<file path="config.mk">
export PLATFORM = sky130hd
export DESIGN_NAME = d_imm_ext_pipe
export DESIGN_NICKNAME = d
export VERILOG_FILES = /design/src/rtl/d_imm_ext_pipe.sv
export SDC_FILE = /design/constraint.sdc
export NUM_CORES = 1
export LEC_CHECK = 0
export ABC_AREA = 0
export BUFFER_PORTS_ARGS = -buffer_cell sky130_fd_sc_hd__clkbuf_2
export CAP_MARGIN = 20
export CORE_ASPECT_RATIO = 1.4
export CORE_UTILIZATION = 35
export CTS_CLUSTER_SIZE = 24
export DETAILED_ROUTE_END_ITERATION = 6
export GPL_ROUTABILITY_DRIVEN = 0
export GPL_TIMING_DRIVEN = 0
export PLACE_DENSITY_LB_ADDON = 0.25
export SYNTH_ARGS = -nofsm -noshare
export SYNTH_HDL_FRONTEND = slang
export SYNTH_SLANG_ARGS = --single-unit
</file>
<file path="constraint.sdc">
create_clock -name clk -period 1.2 [get_ports clk]
set_input_delay 0.18 -clock clk [delete_from_list [all_inputs] [get_ports clk]]
set_output_delay 0.18 -clock clk [all_outputs]
set_load 0.03 [all_outputs]
</file>
<file path="src/rtl/d_imm_ext_pipe.sv">
// Immediate extender for the D->E boundary: zero/sign/upper/branch extension followed by a
// STAGES-deep register pipeline with valid bit, stall hold and flush-to-bubble.
module d_imm_ext_pipe #(
    parameter int unsigned IN_W   = 16,
    parameter int unsigned OUT_W  = 32,
    parameter int unsigned STAGES = 1
) (
    input  logic             clk,
    input  logic             reset,
    input  logic             in_valid,
    input  logic [IN_W-1:0]  in,
    input  logic [1:0]       ext_op,
    input  logic             stall,
    input  logic             flush,
    output logic             out_valid,
    output logic [OUT_W-1:0] out,
    output logic [1:0]       out_op
);

    if ((IN_W < 1) || (IN_W + 2 > OUT_W)) begin : g_bad_in_w
        $error("d_imm_ext_pipe: IN_W=%0d illegal for OUT_W=%0d", IN_W, OUT_W);
    end
    if ((STAGES < 1) || (STAGES > 4)) begin : g_bad_stages
        $error("d_imm_ext_pipe: STAGES=%0d outside 1..4", STAGES);
    end

    localparam int unsigned PadW = OUT_W - IN_W;

    logic [OUT_W-1:0] zext, sext, upper, branch, ext_val;

    always_comb begin
        zext   = {{PadW{1'b0}}, in};
        sext   = {{PadW{in[IN_W-1]}}, in};
        upper  = {in, {PadW{1'b0}}};
        // Bits pushed past the MSB by the word-offset shift are discarded.
        branch = {sext[OUT_W-3:0], 2'b00};
        ext_val = zext;
        unique case (ext_op)
            2'b00:   ext_val = zext;
            2'b01:   ext_val = sext;
            2'b10:   ext_val = upper;
            default: ext_val = branch;
        endcase
    end

    logic [STAGES-1:0]            valid_q, valid_d;
    logic [STAGES-1:0][OUT_W-1:0] data_q, data_d;
    logic [STAGES-1:0][1:0]       op_q, op_d;

    always_comb begin
        valid_d = valid_q;
        data_d  = data_q;
        op_d    = op_q;
        if (flush) begin
            valid_d = '0;
            data_d  = '0;
            op_d    = '0;
        end else if (!stall) begin
            valid_d[0] = in_valid;
            data_d[0]  = ext_val;
            op_d[0]    = ext_op;
            for (int k = 1; k < STAGES; k++) begin
                valid_d[k] = valid_q[k-1];
                data_d[k]  = data_q[k-1];
                op_d[k]    = op_q[k-1];
            end
        end
    end

    always_ff @(posedge clk) begin
        if (reset) begin
            valid_q <= '0;
            data_q  <= '0;
            op_q    <= '0;
        end else begin
            valid_q <= valid_d;
            data_q  <= data_d;
            op_q    <= op_d;
        end
    end

    assign out_valid = valid_q[STAGES-1];
    assign out       = data_q[STAGES-1];
    assign out_op    = op_q[STAGES-1];

endmodule

</file>
==> flow_summary.yaml <==
hold_path:
  whs_path_depth: 3
  holdCritStartpoint: "in_valid"
  min_path_type: "in2reg"
  min_to: "out_valid"
sta:
  hold_viol: 0
  worstMarginPinSlew_ns: 0.409
  slew_headroom_pct: 72.7
  setup_viol: 0
  grt_setup_unrepaired: "no"
  finalWorstSetupSlack_ns: 0.158
  hold_ws_ns: 0.121
  timing.final.crit_share_pct: 86.8
  slew_viol_final: 0
  max_clock_freq_ghz: 0.960
  finalSetupTns_ns: 0
  finalCriticalPeriod_ns: 1.04
  fin_skew_ns: 0
cts:
  hold_buffers: 0
  cts_resized: 0
  cts_root_buffer: "clkbuf_8"
  numCtsBuffers: 5
  cts_max_level: 2
  cts_setup_buffers: 0
  path_clk_slew_ns: 0.07
  clockBufferDepth: 2
  clock_latency_ns: 0.29
  clock_sinks: 35
  cts_tree: "done"
floorplanning:
  num_rows: 28
  coreArea_um2: 4270
  start_util_pct: 37.0
  pin_count: 58
  dieArea_um2: 4800
  die_w_um: 58.8
  die_h_um: 81.6
detailed_routing:
  vias: 1441
  remaining_drc_errors: 0
  initialDrtViolationCount: 57
  drt_wl_total_mm: 4.13
  ant_nets: 0
  viasPerCell: 4.85
  drtPass1Iterations: 4
  wl_per_cell_um: 13.9
finish:
  fillers: 457
  diodes: 0
  postLayoutCoreUtil_pct: 48.1
  multi_input_area_um2: 754
  drive_gt1_share_pct: 34.2
  register_area_um2: 701
  syn2layout_area_growth_pct: 29.9
  nNetsFinal: 259
  final-instance-count-excl-fill: 297
yosys:
  yosys.area_share.simple_pct: 29.2
  synthMuxAreaShare_pct: 2.53
  syn_area_per_cell_um2: 9.15
  syn_inst: 173
  synth_cell_type_count: 22
  synth-xor-area-share_pct: 0
  synth_nets: 196
  syn-cell-area_um2: 1580
  synthAdderAreaFrac_pct: 0
  ys_seq_area_share_pct: 44.3
  ys_ff_latch: 35
  synth-compound-area-share_pct: 15.9
  synth_top_family_by_area: "simple AND/OR/NAND/NOR gates"
  yosysWarnings: 0
critical_path:
  crit_family: "flip-flops"
  reg2reg_from: "out[1]"
  worstPathCellList: "clkbuf_2"
  cp_data_arrival_time_ns: 0.86
  start_kind: "flip-flop"
  cp.buffers_inverters: 1
  cp.required_ns: 1.02
  critPathKind: "reg2out"
  crit_path_top_delay_cell: "dfxtp_1"
  worst_setup_path_end_kind: "output port"
  r2r_end: "out[1]"
  reg2reg_slack_ns: 0.54
  crit_fanout: 2
  critPathMaxStageDelay_ns: 0.36
  reg2reg_depth: 2
power_and_ir_drop:
  internal-power_mw: 2.06
  leakage_nw: 0.913
  vdd_ir_drop_max_uv: 963
  switching_share_pct: 26.5
  combPwrFrac_pct: 16.9
  p_sw_mw: 0.744
  pwr_density_cell_nw_per_um2: 1360
  seqPwrFrac_pct: 43.8
  p_clk_share_pct: 39.3
global_route:
  overflow: 0
  grt_use_total_pct: 18.9
  antenna_found_initial: 0
  grt_pass1_wl_mm: 6.68
  grt_pass1_vias: 1384
  grt_max_degree: 12
placement:
  dp_slack_ns: 0.0103
  dp_cells: 289
  dp_hpwl_mm: 3.13
  numPortBuffers: 56
flow_run:
  maxCapViolCount: 0
run_status:
  status: "completed"
==> flip-flops by register name (all words and copies together), names as in the netlist <==
name,cells
out_valid,1
out_op,2
out,32
==> stage by stage <==
| step | area (µm²) | total power [mW] |
|---|---|---|
| finish | 2060 | 2.81 |
| global route | 2060 | 2.92 |
| CTS | 2060 | 2.83 |
| detailed placement | 1940 | 1.73 |
| global placement | 1940 | 1.73 |
| floorplan | 1580 | 1.58 |
==> worst min-delay path: stages <==
cell      delay, ns
clkbuf_2       0.07
mux2i_1        0.05
nor2_1         0.07
==> cell usage after synthesis, drive strengths merged <==
cell,count,share of area [%]
a311oi,14,7.7
a211o,1,0.55
a21oi,16,5.3
a21o,1,0.55
nor2,7,1.7
nor2b,38,15
and2b,5,2.5
mux2i,4,2.5
buf,13,7.1
a22oi,2,0.95
o21a,1,0.47
nand2,2,0.47
nor3,28,9.2
clkbuf,4,0.95
dfxtp,35,44
o21ai,1,0.32
or2,1,0.40
==> power by group through the flow <==
stage	logic, mW	registers, mW	clock network [mW]
6_report	0.474	1.23	1.10
5_1_grt	0.517	1.24	1.17
4_1_cts	0.478	1.23	1.12
3_5_place_dp	0.475	1.26	0
3_3_place_gp	0.474	1.26	0
2_1_floorplan	0.233	1.35	0
==> how the worst max path moves through the flow <==
stage	startpoint	to	cells after the start
floorplan	stall	out[17]	5
global placement	ext_op[0]	out[30]	6
detailed placement	ext_op[0]	out[30]	6
CTS	out[19]	out[19]	1
global route	out[29]	out[29]	1
finish	out[19]	out[19]	1
==> layout by cell type (no fill, tap or decap), types with 2 or more instances in the layout <==
cell	n
a22oi_1	2
clkbuf_8	6
a21oi_1	15
nor3_1	27
buf_6	6
nor2b_1	38
buf_4	4
clkbuf_2	56
and2b_1	4
clkbuf_1	4
a311oi_1	14
buf_2	3
dfxtp_1	35
nand2_1	2
mux2i_1	4
nor2_1	7
==> logic make-up after synthesis <==
kind of cell,after synthesis
muxes,4
buffers and inverters,17
AOI/OAI and AO/OA,36
DFF,35
and+or+nand+nor,81
==> metal layers <==
layer / routed length (µm) / GRT usage (%)
met4: 114 / 9.76
met5: 0 / 0
met3: 184 / 5.04
met1: 1810 / 24.4
met2: 2020 / 28.7
==> layout make-up <==
| type | instances | area share (%) |
|---|---|---|
| Buffer | 17 | 6.21 |
| Clock buffer | 6 | 4.02 |
| Clock inverter | 2 | 1.70 |
| Multi-Input combinational cell | 121 | 36.7 |
| Sequential cell | 35 | 34.1 |
| Tap cell | 60 | 3.65 |
| Timing Repair Buffer | 56 | 13.6 |
Note: power is estimated with default switching activity, not from simulation.
